`config.mk`:
```
export PLATFORM = sky130hd
export DESIGN_NAME = seq_div
export DESIGN_NICKNAME = d
export VERILOG_FILES = /design/src/rtl/div_pkg.sv /design/src/rtl/abs_n.sv /design/src/rtl/seq_div.sv
export SDC_FILE = /design/constraint.sdc
export NUM_CORES = 1
export LEC_CHECK = 0
export CORE_ASPECT_RATIO = 0.8
export CORE_MARGIN = 2
export CORE_UTILIZATION = 45
export CTS_CLUSTER_SIZE = 24
export DETAILED_ROUTE_END_ITERATION = 16
export PLACE_DENSITY = 0.74
export SLEW_MARGIN = 10
export SYNTH_ARGS = -nofsm -noshare
export SYNTH_HDL_FRONTEND = slang
export SYNTH_SLANG_ARGS = --single-unit
```
`constraint.sdc`:
```
create_clock -name clk -period 4.2 [get_ports clk]
set_clock_uncertainty 0.1 [all_clocks]
set_input_delay 0.84 -clock clk [delete_from_list [all_inputs] [get_ports clk]]
set_output_delay 0.84 -clock clk [all_outputs]
set_load 0.01 [all_outputs]
```
`src/rtl/div_pkg.sv`:
```
// Shared constants for the sequential signed divider: FSM encodings and counter sizing.
// Latency: none (package only).
// Backpressure: none (package only).
package div_pkg;

    localparam logic [1:0] ST_IDLE = 2'd0;
    localparam logic [1:0] ST_CALC = 2'd1;
    localparam logic [1:0] ST_DONE = 2'd2;

    localparam int N_DEFAULT = 5;
    localparam int CNT_W     = $clog2(N_DEFAULT + 1);

    // Iteration counter must hold the value N itself, hence N+1 codes.
    function automatic int cnt_width(input int n);
        return $clog2(n + 1);
    endfunction

endpackage

```
`src/rtl/abs_n.sv`:
```
// Two's-complement magnitude of an N-bit signed value, returned as N-bit unsigned.
// Latency: combinational.
// Backpressure: none.
module abs_n #(
    parameter int N = 5
) (
    input  logic [N-1:0] x,
    output logic [N-1:0] mag
);

    // The most negative input negates to 2^(N-1), which still fits N unsigned bits.
    assign mag = x[N-1] ? N'(~x + 1'b1) : x;

endmodule

```
`src/rtl/seq_div.sv`:
```
// Signed restoring divider, one quotient bit per clock; magnitude outputs plus sign flags.
// Latency: N+1 clocks from start being presented to ready (one clock when B == 0).
// Backpressure: start is ignored while busy; results hold in DONE until the next start.
module seq_div
    import div_pkg::*;
#(
    parameter int N = 5
) (
    input  logic         clk,
    input  logic         rst,
    input  logic         start,
    input  logic [N-1:0] A,
    input  logic [N-1:0] B,
    output logic [N-1:0] QUOTIENT,
    output logic [N-1:0] REMAINDER,
    output logic         q_neg,
    output logic         r_neg,
    output logic         div_by_zero,
    output logic         ready,
    output logic         busy
);

    localparam int CW = cnt_width(N);

    logic [1:0]    state;
    logic [1:0]    state_nxt;

    logic [N-1:0]  q_reg;      // dividend shifting out, quotient shifting in
    logic [N:0]    rem_reg;    // partial remainder, one guard bit for the subtract sign
    logic [N-1:0]  div_reg;
    logic [CW-1:0] cnt;
    logic          q_sign;
    logic          r_sign;
    logic          dz_reg;

    logic [N-1:0]  a_mag;
    logic [N-1:0]  b_mag;
    logic [N:0]    rem_shift;
    logic [N:0]    rem_diff;
    logic          sub_ok;
    logic          accept;
    logic          b_zero;

    abs_n #(.N(N)) u_abs_a (.x(A), .mag(a_mag));
    abs_n #(.N(N)) u_abs_b (.x(B), .mag(b_mag));

    assign accept    = start && ((state == ST_IDLE) || (state == ST_DONE));
    assign b_zero    = (B == '0);

    // Remainder can never reach 2*D, so the N+1 bit difference sign is exact.
    assign rem_shift = {rem_reg[N-1:0], q_reg[N-1]};
    assign rem_diff  = rem_shift - {1'b0, div_reg};
    assign sub_ok    = ~rem_diff[N];

    // State register; reset abandons any in-flight division.
    always_ff @(posedge clk) begin
        if (rst) begin
            state <= ST_IDLE;
        end else begin
            state <= state_nxt;
        end
    end

    // Next-state: accept a request from IDLE/DONE, leave CALC after the last bit.
    always_comb begin
        state_nxt = state;
        case (state)
            ST_IDLE, ST_DONE: begin
                if (start) begin
                    state_nxt = b_zero ? ST_DONE : ST_CALC;
                end
            end
            ST_CALC: begin
                if (cnt == CW'(1)) begin
                    state_nxt = ST_DONE;
                end
            end
            default: state_nxt = ST_IDLE;
        endcase
    end

    // Datapath: operand capture on accept, one shift/subtract step per CALC cycle.
    always_ff @(posedge clk) begin
        if (rst) begin
            q_reg   <= '0;
            rem_reg <= '0;
            div_reg <= '0;
            cnt     <= '0;
            q_sign  <= 1'b0;
            r_sign  <= 1'b0;
            dz_reg  <= 1'b0;
        end else if (accept) begin
            q_sign <= A[N-1] ^ B[N-1];
            r_sign <= A[N-1];
            if (b_zero) begin
                q_reg   <= '1;
                rem_reg <= {1'b0, a_mag};
                div_reg <= '0;
                cnt     <= '0;
                dz_reg  <= 1'b1;
            end else begin
                q_reg   <= a_mag;
                rem_reg <= '0;
                div_reg <= b_mag;
                cnt     <= CW'(N);
                dz_reg  <= 1'b0;
            end
        end else if (state == ST_CALC) begin
            rem_reg <= sub_ok ? rem_diff : rem_shift;
            q_reg   <= {q_reg[N-2:0], sub_ok};
            cnt     <= cnt - CW'(1);
        end
    end

    // Outputs: status from state, sign flags suppressed on zero magnitudes.
    always_comb begin
        busy        = (state == ST_CALC);
        ready       = (state == ST_DONE);
        QUOTIENT    = q_reg;
        REMAINDER   = rem_reg[N-1:0];
        q_neg       = q_sign & (|q_reg);
        r_neg       = r_sign & (|rem_reg[N-1:0]);
        div_by_zero = dz_reg;
    end

endmodule

```
* After elaboration in Yosys (flattened, before gate mapping)
Index checks and enable logic that the tools add are counted.
Word-level totals: register bits 23, input port bits 13, logic and storage cells 50
Operators by class: add/sub/neg operators 4, equality and inequality tests 5, muxes and demuxes 18, bitwise logic cells 6, reductions and logical operators 9
Operators with widths (number):
- $mux W5 | 10
- $add A5 B1 Y5 const B | 2
- $not A5 Y5 | 2
- $reduce_or A5 Y1 | 2
- $mux W3 | 3
- $mux W2 | 3
- $sub A6 B5 Y6 | 1
- $logic_not A5 Y1 | 1
- $pmux W2 S2 | 1
- $eq A3 B1 Y1 const B | 1
- $sub A3 B1 Y3 const B | 1
- $and A1 B1 Y1 | 2
- $eq A2 B1 Y1 const B | 1
- $eq A2 B2 Y1 const B | 1
- $logic_not A2 Y1 | 1
- $ne A2 B1 Y1 const B | 1
- $ne A2 B2 Y1 const B | 1
- $reduce_and A2 Y1 | 1
- $reduce_bool A2 Y1 | 1
- $reduce_or A2 Y1 | 1
- $logic_and A1 B1 Y1 | 1
- $logic_or A1 B1 Y1 | 1
- $mux W1 | 1
- $not A1 Y1 | 1
- $xor A1 B1 Y1 | 1

* Longest topological paths before layout
Gate-level depths: netlist of run 1.
depth in word-level cells 5, mapped depth 8, mapped depth without buffers 8

* Cells and area by module
From an unflattened synthesis of run 1, not the netlist that was laid out.
Second synthesis, totals: cells, all modules 211, area, all modules 1624.1 µm²
Modules (own cells, without submodules):
- seq_div | instances 1, cells each 187, area an instance 1461.4 µm²
- abs_n | instances 2, cells each 12, area an instance 81.3 µm²

* Worst setup path before layout of run 1
Ideal clock, no wire load.
path kind input to register, start point in B[0], end point reg rem_reg[2], library setup time 0.088 ns, data arrival time 2.209 ns, path slack 1.803 ns, cell stages on the path 6, cells stage by stage inv_1 ha_1 or3b_2 nor3_1 a21oi_1 a311oi_2
Between the ends: longest elaborated chain between the ends 3
RTL lines:
- start: declaration | RTL line seq_div.sv:13 | input logic [N-1:0] B,
- $logic_not A5 Y1 | RTL line seq_div.sv:48 | assign b_zero = (B == '0);
- $mux W5 | RTL line seq_div.sv:95 | if (b_zero) begin
- $mux W5 | RTL line seq_div.sv:92 | end else if (accept) begin
- end signal: assignment | RTL line seq_div.sv:97 | rem_reg <= {1'b0, a_mag};
- end signal: assignment | RTL line seq_div.sv:109 | rem_reg <= sub_ok ? rem_diff : rem_shift;
- end: declaration | RTL line seq_div.sv:29 | logic [N:0] rem_reg;
Every way passes these cells. A chain may end at the register's enable or synchronous reset.

* Final worst setup path of run 1
Ends and elaborated chain as after synthesis.

==> results.rst, run 1 <==
.. list-table::
   :header-rows: 1

   * - Metric
     - Value
   * - Worst Path Required
     - around 4.3 ns
   * - Routability congestion estimate from global placement
     - ~0.82
   * - Boundary Pins
     - 28
   * - Proportion of power drawn by combinational gates
     - 36.7%
   * - Area added between synthesis and finish
     - 23.2%
   * - Die Span X
     - between 60 and 70 um
   * - Count of filler cells inserted in the layout
     - 297
   * - Via-to-Cell Ratio
     - 5.69
   * - Combined area of all synthesized cells
     - around 0.0015 mm^2
   * - Busiest metal layer after global routing
     - met2
   * - Leading cell types by total area after synthesis
     - dfxtp_1 31%, ha_1 7.6%, a21oi_1 5.4%
   * - Maximum number of pins on one net before global-route repair
     - 28
   * - Most common library cells after synthesis
     - 23 x dfxtp_1, 21 x nor2_1, 16 x a21oi_1, 15 x inv_1, 14 x nand2_1
   * - First drt pass iteration count
     - 4
   * - Cell taking the most area after synthesis
     - dfxtp_1
   * - Final cell area excluding filler cells
     - 0.00182 mm^2
   * - Wire length of the first global-routing pass
     - 6280 um
   * - Antenna violations before repair
     - 0
   * - Cell depth of the worst flop-to-flop path
     - 6
   * - Static power due to leakage
     - about 0.68 nW
   * - Final Slew Violations
     - 0
   * - Result of the run
     - finished, final reports clean
   * - Synthesized area per cell
     - 7.88 um^2
   * - Met2 capacity usage during global routing
     - 37.4%
   * - Residual overflow from global routing
     - 0
   * - Int Pwr
     - 0.416 mW
   * - Post-CTS Hold Fix Bufs
     - 0
   * - Sequential Power Share
     - 41.5%
   * - Number of enable flip-flop cells after synthesis
     - 0
   * - Register-to-register setup slack
     - 1.77 ns
   * - Sequential element share of the synthesized area
     - 31.2%
   * - Die height
     - 55.2 um
   * - Root buffer cell
     - clkbuf_8
   * - Finish-stage setup viols
     - 0
   * - Total cell area at the placement stage
     - 0.00177 mm^2
   * - Global Route Usage Sum
     - 22.0%
   * - Number of distinct library cells after synthesis
     - 47
   * - IR drop worst, VDD
     - 0.286 mV
   * - Capture point of the worst reg-to-reg path
     - rem_reg[2]
   * - Met1 track demand over resource
     - approximately 29%
   * - Yosys warning total
     - 0
   * - Initial Utilization
     - 47.4%
   * - Fraction of layout cells with a size suffix above 1
     - 3.81%
   * - Area of the core
     - 0.00311 mm^2
   * - Total Neg Setup Slack
     - 0 ns
   * - Antenna diode instance count
     - 0
   * - Fmax
     - 353 MHz
   * - Measured slew at the worst slew-check pin
     - 0.751 ns
   * - Clk pwr share
     - 21.8%
   * - Post-route non-filler standard cell count
     - 250
   * - Count of standard-cell rows
     - 18
   * - Post-CTS setup buffers
     - 0
   * - Number of H-tree levels
     - 1
   * - Total number of clock tree sinks
     - 23
   * - Max-cap violations
     - 0
   * - Vias in the first global route
     - 1399
   * - Power per standard cell area
     - between 300 and 400 mW/mm^2
   * - Clock Latency Late Sink
     - 0.26 ns
   * - Area share of the largest cell type after synthesis
     - 31.2%
   * - Number of cells on the worst hold path
     - 2
   * - Number of CTS-inserted buffers
     - 3
   * - Worst min-delay path class
     - reg -> reg
   * - Switching Share
     - 33.7%
   * - Total wirelength of the detailed-routed design
     - 3560 um
   * - Residual DRC count
     - 0
   * - Die outline area
     - 0.00375 mm^2
   * - Maximum buffer depth of the clock tree
     - 2
   * - Arrival time of data at the critical path endpoint
     - 2.91 ns
   * - Number of synthesized register bits
     - 23
   * - Via count of the routed design
     - between 1000 and 1500
   * - Initial drt markers
     - between 100 and 150
   * - Fin crit period
     - ~2.8 ns
   * - Count of buffers from port buffering
     - 27
   * - Placed insts
     - ~250
   * - Most instantiated flip-flop cell in the synthesis netlist
     - dfxtp_1
   * - Launching point of the worst reg2reg path
     - rem_reg[2]
   * - WHS Endpoint
     - r_sign
   * - Maximum fanout along the worst path
     - 6
   * - Net total in the final layout
     - 234
   * - Hold Startpoint
     - r_sign
   * - Setup repair after global routing missed its margin
     - false
   * - Critical Path Source Type
     - primary input
   * - TritonCTS clock tree
     - yes
   * - Type of element capturing the critical path
     - flip-flop
   * - Share of async-settable or async-resettable flops after synthesis
     - 0%
   * - Half-perimeter wire length after detailed placement
     - ~2700 um
   * - Cell with the most instances after synthesis
     - dfxtp_1
   * - Final hold viol count
     - 0
   * - Total power consumption of the routed design
     - 0.627 mW
   * - Worst Path Class, Setup
     - in -> reg
   * - Post-synthesis net count
     - 210
   * - Global Route met3 Usage
     - under 10%
   * - Clock slew at reported path FFs
     - 0.08 ns
   * - Relative slew slack
     - 49.8%
   * - WL per Instance
     - about 14 um
   * - Cell count after synthesis
     - ~190
   * - Antenna viol nets, final
     - 0
   * - Psw
     - 0.211 mW
   * - # resized after CTS
     - 0
   * - Post-route clock period utilization
     - 67.5%
per-stage QoR:
step	utilization [%]	setup WS, ns	hold slack, ns
2_1_floorplan	-	1.80	0.332
3_3_place_gp	57.0	1.17	0.343
3_5_place_dp	57.0	1.09	0.348
4_1_cts	58.4	1.37	0.360
5_1_grt	58.4	1.13	0.386
6_report	58.4	1.37	0.362
area by class of cell:
class | count | area [um^2] | share of cell area [%]
Multi-Input combinational cell | 138 | 915 | 50.4
Sequential cell | 23 | 460 | 25.4
Timing Repair Buffer | 29 | 285 | 15.7
Inverter | 16 | 60.1 | 3.31
Tap cell | 40 | 50.0 | 2.76
Clock buffer | 4 | 45.0 | 2.48
cell families (layout without fill, tap and decap cells):
group / count (synthesis) / in the layout / synth area share, %
xor gates and xnor gates: 7 / 7 / 4.16
adders and majority gates: 10 / 10 / 9.00
muxes: 1 / 1 / 0.679
AOI/OAI and AO/OA: 61 / 61 / 28.4
and+or+nand+nor: 59 / 59 / 19.8
buffers and inverters: 26 / 49 / 6.71
DFF: 23 / 23 / 31.2
worst max-delay path by stage:
stage / from / to / slack (ns) / cells past startpoint
after global routing: B[0] / rem_reg[2] / 1.13 / 7
after floorplan: B[0] / rem_reg[2] / 1.80 / 6
after CTS: B[0] / rem_reg[2] / 1.37 / 7
after detailed placement: B[0] / rem_reg[2] / 1.09 / 7
after global placement: B[0] / rem_reg[2] / 1.17 / 7
final: B[0] / rem_reg[2] / 1.37 / 7
metal layers:
layer	wire length (um)	up-vias
met4	32	0
li1	-	726
met5	0	-
met2	1670	42
met3	216	5
met1	1640	650
cell usage in the layout (no fill, tap or decap), types with 2 or more instances in the layout:
master,instances
xor2_1,2
nand2b_1,3
a21oi_1,16
o221ai_1,6
dfxtp_1,23
buf_4,2
or3_1,3
ha_1,9
a21o_1,3
clkdlybuf4s50_1,27
o32ai_1,2
clkbuf_8,3
nor3_1,3
a22oi_1,5
nor2b_1,3
a211oi_1,4
nand4_1,3
o21a_1,2
xnor2_1,5
inv_1,15
nand3b_1,2
nor2_1,21
o31ai_1,2
nand2_1,14
o21ai_1,2
o21ai_0,8
critical path, cell delays in order:
cell	delay, ns
clkdlybuf4s50_1	0.44
inv_1	0.07
ha_1	0.16
or3b_2	0.48
nor3_1	0.52
a21oi_1	0.17
a311oi_2	0.22
power by group through the flow:
stage	registers (mW)	logic, mW	clock network (mW)
global placement	0.264	0.224	0
global route	0.264	0.260	0.149
CTS	0.260	0.230	0.140
finish	0.260	0.230	0.137
detailed placement	0.265	0.228	0
floorplan	0.263	0.156	0
Power figures use the tool's default switching activity.
==> run 2: changes to the inputs <==
- PLACE_DENSITY: 0.74 -> 0.76
- clock period: 4.2 -> 2.3 ns (I/O delays scaled with it)
==> results.rst, run 2 (synthesis gave the netlist of run 1 again) <==
.. list-table::
   :header-rows: 1

   * - Metric
     - Value
   * - Commonest non-fill, non-tap cells in the layout
     - 25 x clkdlybuf4s50_1, 22 x dfxtp_1, 21 x nor2_1
   * - Worst Path Required
     - 2.39 ns
   * - Delay of the slowest critical-path stage
     - 0.40 ns
   * - Final hold slack
     - 0.355 ns
   * - Setup repair after global routing missed its margin
     - false
   * - Count of filler cells inserted in the layout
     - 264
   * - Maximum fanout along the worst path
     - 3
   * - Via-to-Cell Ratio
     - 5.77
   * - Total wirelength of the detailed-routed design
     - 3850 um
   * - WL per Instance
     - 14.4 um
   * - Global Route Usage Sum
     - 22.9%
   * - Launching point of the worst reg2reg path
     - div_reg[3]
   * - Fraction of layout cells with a size suffix above 1
     - between 10% and 20%
   * - TritonCTS clock tree
     - yes
   * - Global Route met3 Usage
     - 5.26%
   * - Antenna diode instance count
     - 0
   * - IR drop worst, VDD
     - about 0.32 mV
   * - Register-to-register setup slack
     - 0.12 ns
   * - Routability congestion estimate from global placement
     - 0.913
   * - Power per standard cell area
     - around 620 mW/mm^2
   * - Maximum number of pins on one net before global-route repair
     - 21
   * - Static power due to leakage
     - ~0.8 nW
   * - Crit. Startpoint
     - div_reg[3]
   * - Clock Latency Late Sink
     - 0.27 ns
   * - Final Slew Violations
     - 0
   * - Placed insts
     - 264
   * - Arrival time of data at the critical path endpoint
     - 2.27 ns
   * - WHS Endpoint
     - div_reg[4]
   * - Worst Path Class, Setup
     - reg -> reg
   * - Max-cap violations
     - 0
   * - Antenna violations before repair
     - 0
   * - Total number of clock tree sinks
     - 23
   * - Worst Setup Slack post-DPL
     - -0.118 ns
   * - Maximum buffer depth of the clock tree
     - 2
   * - Post-CTS Hold Fix Bufs
     - 0
   * - Die outline area
     - about 0.0038 mm^2
   * - Measured slew at the worst slew-check pin
     - 0.803 ns
   * - Most frequent CP cell
     - a21o_1
   * - Net total in the final layout
     - ~250
   * - Worst min-delay path class
     - reg -> reg
   * - First drt pass iteration count
     - 4
   * - Relative slew slack
     - a little under half
   * - Fin crit period
     - between 2 and 2.5 ns
   * - Area of the core
     - approximately 0.0031 mm^2
   * - Total power consumption of the routed design
     - ~1.2 mW
   * - Root buffer cell
     - clkbuf_8
   * - Initial Utilization
     - 47.4%
   * - Cell depth of the worst flop-to-flop path
     - 7
   * - Hold Startpoint
     - div_reg[4]
   * - Boundary Pins
     - 28
   * - Count of standard-cell rows
     - 18
   * - Critical Path Source Type
     - flip-flop
   * - Total Neg Setup Slack
     - 0 ns
   * - Area of all sequential standard cells
     - 462 um^2
   * - Residual overflow from global routing
     - 0
   * - Via count of the routed design
     - 1547
   * - Number of H-tree levels
     - 1
   * - Vias in the first global route
     - 1383
   * - Result of the run
     - finished, final reports clean
   * - Antenna viol nets, final
     - 0
   * - Ordered cell list for the critical path
     - inv_1 > ha_1 > a21o_1 > a21o_1 > or3_1 > a211o_1 > a311oi_2
   * - Finish-stage setup viols
     - 0
   * - Capture point of the worst reg-to-reg path
     - rem_reg[2]
   * - Residual DRC count
     - 0
   * - Busiest metal layer after global routing
     - met2
   * - Number of CTS-inserted buffers
     - 3
   * - Area added between synthesis and finish
     - 32.8%
   * - Met2 capacity usage during global routing
     - 37.2%
   * - Number of cells on the worst hold path
     - 2
   * - Worst path setup slack after routing
     - around 0.12 ns
   * - Count of buffers from port buffering
     - 27
   * - Die Span X
     - a little under 70 um
   * - Clock slew at reported path FFs
     - 0.08 ns
   * - Initial drt markers
     - 146
   * - Met1 track demand over resource
     - 30.7%
   * - Fmax
     - around 460 MHz
   * - Half-perimeter wire length after detailed placement
     - 2980 um
   * - Max stage delay cell, worst path
     - or3_1
   * - Post-route clock period utilization
     - ~95%
   * - Area used by multi-input combinational logic
     - about 920 um^2
   * - Post-route non-filler standard cell count
     - 268
   * - Final hold viol count
     - 0
   * - Most common cell after layout, fill and taps aside
     - clkdlybuf4s50_1
   * - Wire length of the first global-routing pass
     - between 6000 and 7000 um
   * - Type of element capturing the critical path
     - flip-flop
   * - Die height
     - approximately 55 um
[run 2: per-layer routing]
layer / vias up / routed length [um]
li1: 764 / -
met1: 705 / 1730
met2: 72 / 1770
met3: 6 / 309
met4: 0 / 43
met5: - / 0
[run 2: worst max-delay path by stage]
stage,to
CTS,QUOTIENT[0]
detailed placement,QUOTIENT[0]
global placement,QUOTIENT[0]
floorplan,rem_reg[2]
finish,rem_reg[2]
global route,rem_reg[2]
[run 2: per-stage QoR]
stage	utilization [%]	cell area, um^2
after global placement	61.3	1910
after global routing	63.0	1960
after CTS	62.8	1950
after floorplan	-	1470
final	63.0	1960
after detailed placement	61.3	1910
[run 2: power by group]
group / switching (mW) / total [mW] / internal [mW]
logic: 0.249 / 0.487 / 0.238
clock network: 0.131 / 0.255 / 0.124
registers: 0.0291 / 0.466 / 0.436
[run 2: cell type report]
class | instances | area share (%)
multi-input cells | 138 | 46.9
well taps | 40 | 2.56
flip-flops and latches | 23 | 23.6
repair buffers | 47 | 21.5
inverters | 16 | 3.07
clock buffers | 4 | 2.30
[run 2: repair_timing]
action | in CTS | in global routing
endpoints found under the setup margin | 1 | 3
setup buffers | 0 | 0
resized for setup | 2 | 2
[run 2: worst max-delay path, delay by kind of cell (launching register included)]
kind / cells / cell delay (ns)
compound gates: 4 / 0.94
buf+inv: 1 / 0.05
fa+ha+maj: 1 / 0.28
flops: 1 / 0.34
simple gates: 1 / 0.40
